--- src/rtl/clk_div_bank_if.sv ---
// clk_div_bank_if: control and output bundle for the clock-enable divider bank
interface clk_div_bank_if #(
  parameter int N_CH  = 2,
  parameter int CNT_W = 24,
  parameter int CH_W  = 1
);
  logic [N_CH-1:0]  ch_en;
  logic             sync_clr;
  logic             wr_en;
  logic [CH_W-1:0]  wr_ch;
  logic [CNT_W-1:0] wr_data;
  logic [N_CH-1:0]  clk_out;
  logic [N_CH-1:0]  tick;
  modport master (output ch_en, sync_clr, wr_en, wr_ch, wr_data, input clk_out, tick);
  modport slave  (input ch_en, sync_clr, wr_en, wr_ch, wr_data, output clk_out, tick);
endinterface

--- src/rtl/clk_div_bank.sv ---
// clk_div_bank: bank of programmable 50% duty clock-enable dividers with rising-edge strobes
module clk_div_bank #(
  parameter int N_CH  = 2,
  parameter int CNT_W = 24,
  parameter int CH_W  = 1,
  parameter logic [N_CH*CNT_W-1:0] INIT_DIV = {24'd12499999, 24'd1}
)(
  input logic           CLK_NX,
  input logic           reset_n,
  clk_div_bank_if.slave bus
);
  logic [CNT_W-1:0] cnt_q [N_CH];
  logic [CNT_W-1:0] cnt_d [N_CH];
  logic [CNT_W-1:0] div_q [N_CH];
  logic [CNT_W-1:0] div_d [N_CH];
  logic [N_CH-1:0]  out_q, out_d, tick_q, tick_d;
  logic [N_CH-1:0]  hit, run, wrap;
  assign bus.clk_out = out_q;
  assign bus.tick    = tick_q;
  // Next state: sync_clr, a write or a disable clears the channel; a write still loads div under sync_clr
  always_comb begin
    for (int i = 0; i < N_CH; i++) begin
      hit[i]    = bus.wr_en && bus.wr_ch == CH_W'(i);
      run[i]    = bus.ch_en[i] && !bus.sync_clr && !hit[i];
      wrap[i]   = cnt_q[i] >= div_q[i];
      div_d[i]  = hit[i] ? bus.wr_data : div_q[i];
      cnt_d[i]  = run[i] && !wrap[i] ? cnt_q[i] + CNT_W'(1) : '0;
      out_d[i]  = run[i] && (out_q[i] ^ wrap[i]);
      tick_d[i] = run[i] && wrap[i] && !out_q[i];
    end
  end
  // State registers; reset restores the INIT_DIV divisors with every output low
  always_ff @(posedge CLK_NX or negedge reset_n) begin
    if (!reset_n) begin
      for (int i = 0; i < N_CH; i++) begin
        cnt_q[i] <= '0;
        div_q[i] <= INIT_DIV[i*CNT_W +: CNT_W];
      end
      out_q  <= '0;
      tick_q <= '0;
    end else begin
      cnt_q  <= cnt_d;
      div_q  <= div_d;
      out_q  <= out_d;
      tick_q <= tick_d;
    end
  end
endmodule

--- src/flat_wrapper.sv ---
// flat-port wrapper written by rule: the top's interface ports become plain ports
module clk_div_bank_flat 
#(
  parameter int N_CH  = 2,
  parameter int CNT_W = 24,
  parameter int CH_W  = 1,
  parameter logic [N_CH*CNT_W-1:0] INIT_DIV = {24'd12499999, 24'd1}
)
  (CLK_NX, reset_n, bus_ch_en, bus_sync_clr, bus_wr_en, bus_wr_ch, bus_wr_data, bus_clk_out, bus_tick);
  clk_div_bank_if #(.N_CH(N_CH), .CNT_W(CNT_W), .CH_W(CH_W)) bus_i ();
  input logic CLK_NX;
  input logic reset_n;
  input wire logic [$bits(bus_i.ch_en)-1:0] bus_ch_en;
  input wire logic [$bits(bus_i.sync_clr)-1:0] bus_sync_clr;
  input wire logic [$bits(bus_i.wr_en)-1:0] bus_wr_en;
  input wire logic [$bits(bus_i.wr_ch)-1:0] bus_wr_ch;
  input wire logic [$bits(bus_i.wr_data)-1:0] bus_wr_data;
  output wire logic [$bits(bus_i.clk_out)-1:0] bus_clk_out;
  output wire logic [$bits(bus_i.tick)-1:0] bus_tick;
  assign bus_i.ch_en = bus_ch_en;
  assign bus_i.sync_clr = bus_sync_clr;
  assign bus_i.wr_en = bus_wr_en;
  assign bus_i.wr_ch = bus_wr_ch;
  assign bus_i.wr_data = bus_wr_data;
  assign bus_clk_out = bus_i.clk_out;
  assign bus_tick = bus_i.tick;
  clk_div_bank #(.N_CH(N_CH), .CNT_W(CNT_W), .CH_W(CH_W), .INIT_DIV(INIT_DIV)) u_core (.CLK_NX(CLK_NX), .reset_n(reset_n), .bus(bus_i));
endmodule
--- config.mk ---
export PLATFORM = sky130hd
export DESIGN_NAME = clk_div_bank_flat
export DESIGN_NICKNAME = d
export VERILOG_FILES = /design/src/rtl/clk_div_bank_if.sv /design/src/rtl/clk_div_bank.sv /design/src/flat_wrapper.sv
export SDC_FILE = /design/constraint.sdc
export NUM_CORES = 1
export LEC_CHECK = 0
export CAP_MARGIN = 20
export CORE_UTILIZATION = 35
export CTS_BUF_LIST = sky130_fd_sc_hd__clkbuf_16
export CTS_CLUSTER_SIZE = 8
export DETAILED_ROUTE_END_ITERATION = 8
export PLACE_DENSITY = 0.62
export SLEW_MARGIN = 20
export SYNTH_ARGS = -nofsm -noshare
export SYNTH_HDL_FRONTEND = slang
export SYNTH_SLANG_ARGS = --single-unit
export TNS_END_PERCENT = 10
--- constraint.sdc ---
create_clock -name CLK_NX -period 2.3 [get_ports CLK_NX]
set_input_delay 0.46 -clock CLK_NX [delete_from_list [all_inputs] [get_ports CLK_NX]]
set_output_delay 0.46 -clock CLK_NX [all_outputs]
set_load 0.01 [all_outputs]
# Word level (Yosys, flattened, before mapping)
# Cells that the tools add are included.
[op_classes]
n_addsub = 2
multipliers = 0
n_div = 0
order_cmp = 2
eq_ne = 0
shifts = 0
mux = 2
bitwise = 3
n_reduce_logical = 21
[ops]
columns = ["operator", "n"]
rows = [
  ["$add 24x1->24 const B", 2],
  ["$ge 24x24->1", 2],
  ["$mux 24", 2],
  ["$logic_and 1x1->1", 14],
  ["$logic_not 1->1", 7],
  ["$xor 1x1->1", 2],
  ["$not 1->1", 1],
]
[word_totals]
regBits = 100
latchBits = 0
mem_bits_rw = 0
rom_bits = 0
in_bits = 31
out_inout_bits = 4
elab_cells = 36
n_memories = 0

# Longest topological paths before layout
[logic_depth]
ltp_word = 6
ltp_mapped = 10
mapped_depth_nobuf = 8

# Worst setup path before layout
# OpenSTA, ideal clock, no wires.
[synth_path]
path_kind = "register to register"
startpoint = "register u_core.div_q[15] in the netlist's numbering"
endpoint = "register u_core.cnt_q[15] in the netlist's numbering"
setup_ns = 0.119
arrival_time_ns = 2.087
required_time_ns = 2.181
setup_slack_ns = 0.094
path_stages_with_launch = 10
n_path_buf = 2
period_less_slack_ns = 2.206
cell_sequence = "dfstp_2 > inv_1 > ha_1 > nand4_1 > or4_1 > o22ai_1 > or3_1 > buf_2 > buf_4 > nor2_1"
[synth_lines]
columns = ["item", "line", "text"]
rows = [
  ["start, declared", "clk_div_bank.sv:14", "logic [CNT_W-1:0] div_q [N_CH];"],
  ["start signal, assigned by index", "clk_div_bank.sv:37", "div_q[i] <= INIT_DIV[i*CNT_W +: CNT_W];"],
  ["start signal, assigned", "clk_div_bank.sv:43", "div_q <= div_d;"],
  ["end signal, assigned", "clk_div_bank.sv:42", "cnt_q <= cnt_d;"],
  ["end, declared", "clk_div_bank.sv:12", "logic [CNT_W-1:0] cnt_q [N_CH];"],
]

==> results.yml <==
clocking:
  cts-root-buf: "clkbuf_16"
  cts-hold-fix-buffers: 0
  cts_buffer_depth: 2
  tritoncts: "yes"
  cts_buffers: 9
  cts_max_level: 3
  cts_num_sinks: 100
  clock_latency_ns: 0.35
  clk_pin_slew_ns: 0.07
power_and_ir_drop:
  power.density_nw_per_um2: 600
  internal_power_w: 0.00285
  vdd_drop_max_v: 0.000357
  leakage_nw: 2.86
  power_frac_seq_pct: 51.4
  clkPwrFrac_pct: 36.0
  switching_share_pct: 25.3
  pwr-share-comb_pct: 12.6
  switchingPower_w: 0.000962
outcome:
  outcome: "finished with violations"
  violations: "design-rule violations"
timing:
  min_period_over_period_pct: 97.8
  slew_viol_final: 0
  worstMarginPinSlew_ns: 0.498
  slew_headroom_pct: 66.8
  hold_viol_final: 0
  rsz0062_at_grt: "yes"
  setup_viol: 0
  tns_ns: 0
  min_period_ns: 2.25
  max_freq_mhz: 445
  skew_ns: 0.00708
  hold_ws_ns: 0.0744
place:
  portBuffers: 34
  dpl.hpwl_mm: 8.25
  place_congestion: 0.815
setup_path:
  worst_r2r_path_depth: 9
  cp.arrival_ns: 2.52
  cp.required_ns: 2.57
  regToRegSetupSlack_ns: 0.05
  r2r-end: "u_core.cnt_q[43]"
  end_kind: "register"
  crit_path_start: "u_core.div_q[26]"
  cp-start-kind: "register"
  path_max_fanout: 24
  crit_end: "u_core.cnt_q[43]"
  rr_startpoint: "u_core.div_q[26]"
  path_class: "register to register"
routing:
  wl_met2_mm: 5.14
  drc: 1
  postRouteAntennaNets: 0
  drt-initial-drc-count: 222
  drt_wl_total_mm: 10.8
  met3WireLength_um: 217
  first_pass_iters: 6
  routed_via_density: 4.89
  wl_met1_mm: 5.13
  wl_per_cell_um: 13.9
  via_count: 3789
  top_layer_used: "met4"
global_routing:
  grt_pass1_wl_mm: 18.4
  antenna_found_initial: 0
  grt.total_usage_pct: 14.8
  grt.overflow.total: 0
  grt_max_degree: 48
  grt_pass1_vias: 3859
synth:
  postSynthCellCount: 534
  yosys-top-cells-area: "dfrtp_1, ha_1, dfstp_2"
  synth_adder_area_share_pct: 11.7
  synthSimpleGateAreaFrac_pct: 16.6
  synth_edf_count: 0
  synth-xor-area-share_pct: 7.21
  yosys-mux-area-fraction_pct: 5.27
  synth_top_family_by_area: "simple AND/OR/NAND/NOR gates"
  syn_avg_cell_area_sq_um: 10.0
  synth_compound_area_share_pct: 6.44
  synth.most_common_cell: "dfrtp_1"
  synth_top_area_share_pct: 38.8
  synth_cell_types: 41
  synth-main-ff-cell: "dfrtp_1"
  ys_seq_area_share_pct: 47.2
  yosys-top-cells-count: "dfrtp_1, nor2_1, inv_1"
  synthArstFlopShare_pct: 100
  syn_area_sq_um: 5350
  ys_ff_latch: 100
  synth_area_leader_cell: "dfrtp_1"
  synthesis.nets: 615
  yosysWarnings: 0
floorplan:
  floorplan.initialDensity_pct: 36.4
  die-area_sq_um: 15800
  die_x_um: 126
  ios: 35
  row_count: 44
  fp.dieH_um: 126
  core_sq_um: 14700
layout:
  n_fill_cell: 1378
  drive_gt1_share_pct: 16.6
  finalNetCount: 667
  area_growth_pct: 18.6
  antenna_cells: 0
min_path:
  min_path_type: "input pin to asynchronous set/reset pin"
flow_run:
  maxCapViolCount: 0
-- worst min-delay path by stage --
stage          startpoint                     to  slack, ns  cells after the start
4_1_cts           reset_n       u_core.cnt_q[24]        0.1                      1
5_1_grt           reset_n       u_core.cnt_q[24]       0.11                      1
2_1_floorplan     reset_n  u_core.bus.clk_out[0]       0.16                      0
3_3_place_gp      reset_n       u_core.cnt_q[25]       0.46                      1
3_5_place_dp      reset_n       u_core.div_q[25]       0.47                      1
6_report          reset_n       u_core.cnt_q[24]       0.07                      1
-- what timing repair did --
action	4_1_cts	5_1_grt
cloned	0	0
endpoints found under the setup margin	24	50
hold endpoints to repair	0	0
buffers inserted	1	1
pin swaps	4	7
gates resized for setup	3	14
-- registers in the layout, indices dropped and copies added (netlist names) --
| signal | count |
|---|---|
| u_core.div_q | 48 |
| u_core.bus.tick | 2 |
| u_core.cnt_q | 48 |
| u_core.bus.clk_out | 2 |
-- worst max-delay path, stage by stage, from the launching register on --
cell      delay, ns
dfrtp_1        0.33
inv_1          0.05
ha_1           0.30
a211o_1        0.29
a31oi_1        0.16
o311a_1        0.26
o311ai_2       0.15
or3_4          0.36
buf_12         0.17
nor2b_1        0.11
-- cell families (layout without fill, tap and decap cells) --
| family | Yosys count | in the layout |
|---|---|---|
| AND/OR/NAND/NOR | 185 | 185 |
| flip-flops | 100 | 100 |
| buffers and inverters | 69 | 126 |
| AO/OA/AOI/OAI | 61 | 61 |
| adder cells (fa/ha/maj) | 50 | 50 |
| XOR/XNOR | 44 | 44 |
| multiplexers | 25 | 25 |
-- cell type report --
cell class	instances	area (sq um)	area share (%)
clock buffer	9	225	3.55
clock inverter	7	35.0	0.552
inverter	55	206	3.26
multi-input combinational	365	2590	40.8
sequential	100	2520	39.8
tap	184	230	3.63
timing repair buffer	55	533	8.40
-- placed cells by master, fill, tap and decap left out, types with 2 or more instances in the layout --
| cell type | count |
|---|---|
| nor3_1 | 10 |
| clkinv_1 | 3 |
| or3_4 | 2 |
| xor2_1 | 21 |
| nor2b_1 | 4 |
| mux2_2 | 25 |
| and3_1 | 7 |
| nand3_1 | 19 |
| clkinvlp_4 | 2 |
| a21oi_1 | 18 |
| xnor2_1 | 23 |
| and2_1 | 2 |
| buf_12 | 3 |
| a31oi_1 | 2 |
| nand2b_1 | 3 |
| dfrtp_1 | 83 |
| dfstp_2 | 17 |
| nor4_2 | 2 |
| clkdlybuf4s50_1 | 33 |
| a21o_1 | 2 |
| clkbuf_16 | 9 |
| inv_1 | 56 |
| nand4_1 | 16 |
| and4_1 | 5 |
| ha_1 | 49 |
| nand2_1 | 49 |
| o21ai_0 | 30 |
| buf_4 | 19 |
| nor2_1 | 49 |
| nor2_2 | 11 |
-- power by group through the flow --
| stage | logic [W] | registers, W | clock network, W |
|---|---|---|---|
| after floorplan | 0.000296 | 0.00198 | 0 |
| after global placement | 0.000455 | 0.00199 | 0 |
| after detailed placement | 0.000476 | 0.00199 | 0 |
| after CTS | 0.000481 | 0.00196 | 0.00141 |
| after global routing | 0.000555 | 0.00197 | 0.00148 |
| final | 0.000480 | 0.00196 | 0.00137 |
-- layer usage --
layer	up-vias	track usage [%]
met5	-	0
met4	0	7.53
met3	17	2.23
met2	40	24.5
met1	1835	18.8
li1	1897	-
-- metrics by stage --
| stage | util [%] | cell area [sq um] | cells | power [W] | setup WS [ns] |
|---|---|---|---|---|---|
| 6_report | 43.1 | 6340 | 775 | 0.00381 | 0.0511 |
| 5_1_grt | 43.1 | 6340 | 775 | 0.00401 | -0.0634 |
| 4_1_cts | 42.7 | 6280 | 774 | 0.00385 | 0.0207 |
| 3_5_place_dp | 40.8 | 6000 | 757 | 0.00247 | -0.0490 |
| 3_3_place_gp | 40.8 | 6000 | 757 | 0.00244 | -0.00361 |
| 2_1_floorplan | - | 5350 | 534 | 0.00227 | 0.0941 |
Power figures use the tool's default switching activity.
